<file path="config.mk">
export PLATFORM = sky130hd
export DESIGN_NAME = integrator_rr_sched
export DESIGN_NICKNAME = d
export VERILOG_FILES = /design/src/rtl/integrator_rr_sched.sv
export SDC_FILE = /design/constraint.sdc
export NUM_CORES = 1
export LEC_CHECK = 0
export CORE_UTILIZATION = 40
export CTS_CLUSTER_SIZE = 40
export DETAILED_ROUTE_END_ITERATION = 7
export GPL_TIMING_DRIVEN = 0
export SKIP_CTS_REPAIR_TIMING = 1
export SYNTH_ARGS = -nofsm -noshare
export SYNTH_HDL_FRONTEND = slang
export SYNTH_SLANG_ARGS = --single-unit
export TNS_END_PERCENT = 100
</file>
<file path="constraint.sdc">
create_clock -name system1000 -period 9.65 [get_ports system1000]
set_clock_uncertainty 0.1 [all_clocks]
set_input_delay 0.965 -clock system1000 [delete_from_list [all_inputs] [get_ports system1000]]
set_output_delay 0.965 -clock system1000 [all_outputs]
set_load 0.01 [all_outputs]
</file>
<file path="src/rtl/integrator_rr_sched.sv">
// Multi-channel saturating integrator. A round-robin arbiter feeds one shared
// adder through a grant/capture stage and an add/write-back stage.
module integrator_rr_sched #(
  parameter int unsigned NCH = 4,
  parameter int unsigned W   = 10,
  parameter int unsigned CW  = 2
) (
  input  logic             system1000,
  input  logic             system1000_rst,
  input  logic [NCH-1:0]   req_i,
  input  logic [NCH*W-1:0] sample_i,
  input  logic [NCH-1:0]   clr_i,
  output logic [NCH-1:0]   gnt_o,
  output logic             acc_valid_o,
  output logic [CW-1:0]    acc_ch_o,
  output logic [W-1:0]     acc_o,
  output logic             sat_o,
  output logic [NCH-1:0]   sat_sticky_o
);

  localparam logic [W-1:0] SAT_MAX = {1'b0, {(W-1){1'b1}}};
  localparam logic [W-1:0] SAT_MIN = {1'b1, {(W-1){1'b0}}};

  logic [CW-1:0] ptr;
  logic [CW-1:0] gnt_idx;
  logic          gnt_any;
  logic          grant;
  logic [CW-1:0] ptr_next;

  logic          s1_valid;
  logic [CW-1:0] s1_ch;
  logic [W-1:0]  s1_x;

  logic [W-1:0]  acc [NCH];
  logic [W-1:0]  smp [NCH];

  logic [W-1:0]  a;
  logic [W:0]    sum;
  logic          sat;
  logic [W-1:0]  r;

  // Unpack the flat sample bus into per-channel words.
  always_comb begin
    for (int unsigned k = 0; k < NCH; k++) begin
      smp[k] = sample_i[k*W +: W];
    end
  end

  // Round-robin search starting at ptr, wrapping modulo NCH.
  always_comb begin : arb
    int unsigned idx;
    logic [NCH-1:0] req_sh;
    gnt_any = 1'b0;
    gnt_idx = '0;
    idx     = 0;
    req_sh  = '0;
    for (int unsigned i = 0; i < NCH; i++) begin
      idx = 32'(ptr) + i;
      if (idx >= NCH) idx = idx - NCH;
      req_sh = req_i >> idx;
      if (!gnt_any && req_sh[0]) begin
        gnt_any = 1'b1;
        gnt_idx = CW'(idx);
      end
    end
  end

  assign grant    = gnt_any & ~system1000_rst;
  assign gnt_o    = grant ? (NCH'(1) << gnt_idx) : '0;
  assign ptr_next = (32'(gnt_idx) == NCH - 1) ? '0 : gnt_idx + CW'(1);

  // Saturating add; overflow is only possible when both operands share a sign.
  always_comb begin
    a   = acc[s1_ch];
    sum = {a[W-1], a} + {s1_x[W-1], s1_x};
    sat = (sum[W] != sum[W-1]);
    r   = sum[W-1:0];
    if (sat) r = (a[W-1] & s1_x[W-1]) ? SAT_MIN : SAT_MAX;
  end

  always_ff @(posedge system1000) begin
    if (system1000_rst) begin
      ptr          <= '0;
      s1_valid     <= 1'b0;
      s1_ch        <= '0;
      s1_x         <= '0;
      acc_valid_o  <= 1'b0;
      acc_ch_o     <= '0;
      acc_o        <= '0;
      sat_o        <= 1'b0;
      sat_sticky_o <= '0;
      for (int unsigned k = 0; k < NCH; k++) acc[k] <= '0;
    end else begin
      s1_valid <= grant;
      if (grant) begin
        ptr   <= ptr_next;
        s1_ch <= gnt_idx;
        s1_x  <= smp[gnt_idx];
      end
      acc_valid_o <= s1_valid;
      if (s1_valid) begin
        acc_ch_o   <= s1_ch;
        acc_o      <= r;
        sat_o      <= sat;
        acc[s1_ch] <= r;
        if (sat) sat_sticky_o[s1_ch] <= 1'b1;
      end
      // Clear overrides a same-edge write-back to the same channel.
      for (int unsigned k = 0; k < NCH; k++) begin
        if (clr_i[k]) begin
          acc[k]          <= '0;
          sat_sticky_o[k] <= 1'b0;
        end
      end
    end
  end

endmodule
</file>
==> flow_summary_export.csv, run 1 <==
group,metric,value,unit
drt,wl_met1,4490,um
setup_path,r2r_cells,10,
timing,worst_slew_pin_slew,0.897,ns
power_and_ir_drop,pwr-share-comb,52.8,%
timing,final_max_slew_viol_count,0,
drt,drc,0,
drt,drt_iter0_markers,145,
timing,fin_crit_sh,49.1,%
hold_path,worstHoldStart,"sat_sticky_o[3]",
die,start_util,41.6,%
global_route,grt_antenna_before_repair,0,
yosys,syn_nets,453,
power_and_ir_drop,p_int,0.961,mW
placed_design,numPortBuffers,70,
clock_network,clock_path_buffers,2,
placed_design,gp_congestion,0.867,
yosys,netlist_top_cells_area,"edfxtp_1, dfxtp_1, mux4_2",
yosys,muxShareOfSynthArea,13.1,%
setup_path,crit_path_start_kind,"input port",
yosys,syn_area_per_cell,10.7,sq um
setup_path,crit_fanout,11,
yosys,synth-edff-count,40,
clock_network,cts_sinks,75,
power_and_ir_drop,p_leak,2.02,nW
drt,drt-wirelength-per-cell,16.4,um
clock_network,h-tree-depth,3,
hold_path,hold_class,"flop to flop",
die,fp.dieH,103,um
setup_path,crit_path_end_kind,"primary output",
global_route,grt_use_total,19.6,%
power_and_ir_drop,pwr-share-clk,18.7,%
setup_path,worstPathRequired,8.59,ns
placed_design,dp_hpwl,7380,um
cells_and_area,stdcell_area,5220,sq um
yosys,yosysTopAreaCell,"edfxtp_1",
clock_network,clk_pin_slew_worst_paths,0.08,ns
yosys,synth_xor_area_share,0.853,%
yosys,synth-seq-area-share,46.3,%
timing,fmax,211,MHz
clock_network,clockRootBuffer,"clkbuf_8",
yosys,synth-simple-area-share,13.9,%
timing,finalSetupViolCount,0,
timing,rsz0062_at_grt,"false",
yosys,async_flop_share,0,%
drt,vias,3226,
setup_path,cp.arrival,3.67,ns
power_and_ir_drop,p_sw_share,39.5,%
cells_and_area,antenna_cells,0,
cells_and_area,final_net_count,534,
die,core,9860,sq um
cells_and_area,drive_above_1_share,8.96,%
global_route,grt_pass1_vias,3175,
setup_path,r2r-end,"acc[3][2]",
yosys,synth_top_family_by_area,"compound AO/OA/AOI/OAI gates",
timing,tns,0,ns
power_and_ir_drop,p_switching,0.628,mW
drt,met3_wirelength,489,um
die,ios,72,
setup_path,path_class,"input port to primary output",
power_and_ir_drop,powerDensity,304,nW/um^2
timing,post-route-min-period,4.73,ns
drt,drtAntennaViolNets,0,
die,die_w,103,um
hold_path,hold_path_depth,2,
drt,routed.top_layer,"met4",
clock_network,numCtsBuffers,9,
cells_and_area,synthToLayoutAreaGrowth,27.1,%
yosys,ys.flop_type,"edfxtp_1",
setup_path,regToRegSetupSlack,5.61,ns
hold_path,whs_endpoint,"sat_sticky_o[3]",
global_route,grt_pass1_wl,15500,um
yosys,synth_top_area_share,29.2,%
power_and_ir_drop,power_frac_seq,28.5,%
outcome,outcome,"completed",
timing,maxSlewHeadroom,40.2,%
die,die-area,10700,sq um
timing,hold_violations,0,
global_route,grt_max_degree,15,
drt,viasPerCell,5.36,
drt,routed_wl,9870,um
yosys,syn_area,4110,sq um
yosys,synth-compound-area-share,15.7,%
yosys,ys_types,57,
die,rows,36,
run,drv_cap,0,
clock_network,cts_tree,"done",
drt,firstDrtPassIters,5,
drt,wl_met2,4810,um
yosys,synth.ff_latch_count,75,
power_and_ir_drop,ir_drop,0.206,mV
yosys,synth_adder_area_share,6.27,%
clock_network,clkLatencyLatePin,0.35,ns
yosys,yosys_warnings,0,
global_route,overflow,0,
yosys,synthCells,383,
placed_design,placed_cell_area,4970,sq um
[worst max-delay path: stages]
cell,delay (ns)
clkdlybuf4s50_1,0.47
mux2_4,0.30
a31o_1,0.26
nor3_2,0.24
a311o_1,0.27
buf_6,0.16
buf_12,0.15
inv_1,0.06
ha_1,0.19
and2_1,0.13
clkdlybuf4s50_1,0.47
[per-stage QoR]
stage / hold slack [ns] / total power [mW] / setup WS, ns / cells / utilization (%)
after floorplan: 0.339 / 1.05 / 6.03 / 383 / -
after global placement: 0.346 / 1.29 / 4.92 / 586 / 50.4
after detailed placement: 0.354 / 1.30 / 4.89 / 586 / 50.4
after CTS: 0.376 / 1.60 / 4.89 / 602 / 52.9
after global routing: 0.402 / 1.70 / 4.78 / 602 / 52.9
final: 0.367 / 1.59 / 4.92 / 602 / 52.9
[final cells by class]
class / count / area (sq um)
buffer: 16 / 111
clock buffer: 9 / 124
clock inverter: 7 / 123
fill: 905 / 4640
inverter: 13 / 48.8
multi-input combinational: 279 / 2050
sequential: 75 / 1900
tap: 133 / 166
timing repair buffer: 70 / 701
[power groups by stage]
stage | Combinational (mW) | Sequential [mW] | Clock (mW)
after floorplan | 0.594 | 0.457 | 0
after global placement | 0.830 | 0.457 | 0
after detailed placement | 0.836 | 0.460 | 0
after CTS | 0.842 | 0.453 | 0.302
after global routing | 0.924 | 0.463 | 0.315
final | 0.840 | 0.452 | 0.297
[worst max-delay path by stage]
| stage | startpoint | to | slack (ns) | cells past startpoint |
|---|---|---|---|---|
| floorplan | req_i[0] | gnt_o[3] | 6.03 | 7 |
| global placement | req_i[3] | gnt_o[1] | 4.92 | 11 |
| detailed placement | req_i[3] | gnt_o[1] | 4.89 | 11 |
| CTS | req_i[3] | gnt_o[0] | 4.89 | 11 |
| global route | req_i[3] | gnt_o[1] | 4.78 | 11 |
| finish | req_i[3] | gnt_o[0] | 4.92 | 11 |
[synthesized netlist by cell type (6+ instances only)]
cell type / number
dfxtp_1: 35
o21ai_0: 13
a21oi_1: 32
nand2_1: 37
mux2i_1: 24
ha_1: 19
nor2_1: 47
edfxtp_1: 40
clkbuf_1: 7
o221ai_1: 10
mux4_2: 12
inv_1: 13
nand2b_1: 6
[cells in the final DEF (no fill, tap or decap), drive strengths merged, types with 6 or more instances in the layout]
cell type / Yosys / final
nand2b: 6 / 6
buf: 9 / 9
a21o: 6 / 6
inv: 13 / 15
a21oi: 32 / 32
nor2: 47 / 47
clkdlybuf4s50: 0 / 70
dfxtp: 35 / 35
o221ai: 10 / 10
mux4: 12 / 12
edfxtp: 40 / 40
clkbuf: 7 / 16
o21ai: 14 / 14
nand2: 37 / 37
ha: 19 / 19
mux2i: 24 / 24
[per-layer routing]
metal,vias up,track usage [%]
met1,1540,24.9
met5,-,0
li1,1595,-
met4,0,5.20
met2,82,34.4
met3,9,3.49
[cells by family after synthesis]
family          after synthesis
flops                        75
mux                          38
buf+inv                      29
xor+xnor                      4
simple gates                121
fa+ha+maj                    20
compound gates               96
[flip-flops by register name (all words and copies together), names as in the netlist, named ones only]
signal / flops
acc: 40
sat_sticky_o: 4
ptr: 2
acc_ch_o: 2
sat_o: 1
s1_ch: 2
acc_o: 10
s1_x: 10
s1_valid: 1
acc_valid_o: 1
No activity file was read; power rests on OpenSTA's default activity.
==> run 2: changes to the inputs <==
- clock period: 9.65 -> 4.59 ns (I/O delays scaled with it)
==> results of run 2 <==
Same layout as run 1 (identical final DEF). Status: completed.
Main changes from that run: setup slack after placement 4.89 ns -> 0.545 ns; setup slack after layout 4.92 ns -> 0.547 ns; end point of the critical path gnt_o[0] -> acc[3][2]; register-to-register setup slack 5.61 ns -> 0.55 ns; total power 1.59 mW -> 3.34 mW; worst IR drop on VDD 0.206 mV -> 0.432 mV
==> run 3: changes to the inputs <==
- CORE_MARGIN: default -> 2
==> flow_summary_export.csv, run 3 (synthesis gave the netlist of run 1 again) <==
group,metric,value,unit
clock_network,h-tree-depth,3,
drt,vias,3277,
drt,drt_iter0_markers,158,
global_route,grt_pass1_vias,3344,
cells_and_area,final_common_cell,"clkdlybuf4s50_1",
run,drv_cap,0,
outcome,outcome,"completed",
clock_network,cts_tree,"done",
timing,hold_violations,0,
die,core,9860,sq um
placed_design,dp_hpwl,7470,um
setup_path,path_cells,"buf_6 -> inv_1 -> ha_1 -> mux4_2 -> a21boi_4 -> a311o_1 -> buf_6 -> buf_12 -> inv_1 -> ha_1 -> and2_1 -> clkdlybuf4s50_1",
setup_path,path_class,"flop to primary output",
drt,drc,0,
cells_and_area,synthToLayoutAreaGrowth,25.6,%
power_and_ir_drop,powerDensity,620,nW/um^2
power_and_ir_drop,ir_drop,0.271,mV
setup_path,crit_path_start_kind,"flop",
drt,drtAntennaViolNets,0,
die,fp.dieH,105,um
global_route,grt_pass1_wl,16400,um
cells_and_area,stdcell_area,5160,sq um
global_route,grt_use_total,18.6,%
drt,drt-wirelength-per-cell,16.7,um
die,die-area,11100,sq um
hold_path,hold_class,"flop to flop",
placed_design,gp_congestion,0.911,
die,start_util,41.6,%
cells_and_area,largest_reg_flops,40,
timing,fin_crit_sh,88.3,%
setup_path,worstPathRequired,4.03,ns
hold_path,whs_endpoint,"sat_sticky_o[3]",
setup_path,slowest_stage,"clkdlybuf4s50_1",
drt,firstDrtPassIters,4,
timing,maxSlewHeadroom,40.3,%
setup_path,regToRegSetupSlack,0.54,ns
placed_design,placed_cell_area,4970,sq um
drt,routed_wl,10100,um
cells_and_area,antenna_cells,0,
setup_path,slowest_delay,0.53,ns
setup_path,r2r_cells,10,
cells_and_area,final_util,52.3,%
die,die_w,105,um
clock_network,clockRootBuffer,"clkbuf_8",
hold_path,worstHoldStart,"sat_sticky_o[3]",
drt,viasPerCell,5.44,
timing,post-route-min-period,4.05,ns
timing,worst_slew_pin_slew,0.896,ns
setup_path,r2r-end,"acc[0][1]",
hold_path,hold_path_depth,2,
clock_network,clkLatencyLatePin,0.36,ns
clock_network,numCtsBuffers,9,
cells_and_area,largestRegisters,"acc x40, acc_o x10, s1_x x10",
power_and_ir_drop,finalPower,3.20,mW
power_and_ir_drop,p_leak,1.99,nW
setup_path,crit_fanout,11,
clock_network,clock_path_buffers,2,
cells_and_area,final_net_count,534,
global_route,grt_max_degree,16,
die,rows,36,
timing,finalSetupViolCount,0,
timing,final_max_slew_viol_count,0,
timing,worst_slack,0.535,ns
die,ios,72,
setup_path,cp.arrival,3.50,ns
timing,tns,0,ns
global_route,overflow,0,
cells_and_area,mostFrequentLayoutCells,"clkdlybuf4s50_1, nor2_1, edfxtp_1",
cells_and_area,drive_above_1_share,8.96,%
cells_and_area,largest-register,"acc",
placed_design,numPortBuffers,70,
timing,rsz0062_at_grt,"false",
clock_network,clk_pin_slew_worst_paths,0.08,ns
setup_path,crit_path_end_kind,"primary output",
global_route,grt_antenna_before_repair,0,
clock_network,cts_sinks,75,
timing,fmax,247,MHz
placed_design,place_ws,0.555,ns
[run 3: changes by cell type in the layout (fill, tap and decap cells not counted), sizes merged]
cell and delta:
clkinv +2, bufinv -3, inv +1
[run 3: layer usage]
metal	up-vias	routed length (um)	GRT usage, %
met5	-	0	0
met4	0	87	4.95
met3	11	566	4.27
met2	95	4900	32.0
met1	1567	4510	23.5
li1	1604	-	-
[run 3: stage by stage]
step	std cells	hold WS, ns
global route	602	0.397
finish	602	0.367
floorplan	383	0.339
CTS	602	0.375
global placement	586	0.345
detailed placement	586	0.357
[run 3: final cells by class]
| type | instances | area [sq um] |
|---|---|---|
| sequential | 75 | 1900 |
| timing repair buffer | 70 | 701 |
| fill | 918 | 4710 |
| buffer | 16 | 111 |
| inverter | 13 | 48.8 |
| clock buffer | 9 | 124 |
| multi-input combinational | 279 | 2050 |
| tap | 133 | 166 |
| clock inverter | 7 | 58.8 |
[run 3: power by group]
group / switching, mW / total, mW / internal [mW]
sequential: 0.0883 / 0.953 / 0.864
combinational: 0.974 / 1.77 / 0.792
clock: 0.274 / 0.477 / 0.204
total: 1.34 / 3.20 / 1.86
[run 3: worst max path at each step]
stage               cells past startpoint        end   start  slack, ns
finish                                 12   gnt_o[1]  ptr[0]       0.54
global route                           10  acc[0][2]    flop       0.19
CTS                                    12   gnt_o[1]  ptr[0]       0.51
detailed placement                     10  acc[0][6]    flop       0.56
global placement                       10  acc[0][1]    flop       0.56
floorplan                              12  acc[0][1]    flop       1.21
[run 3: critical path, delay by kind of cell (launching register included)]
kind	cells	cell delay, ns
mux	1	0.34
simple gates	1	0.11
fa+ha+maj	2	0.54
flops	1	0.40
buf+inv	6	1.19
compound gates	2	0.57
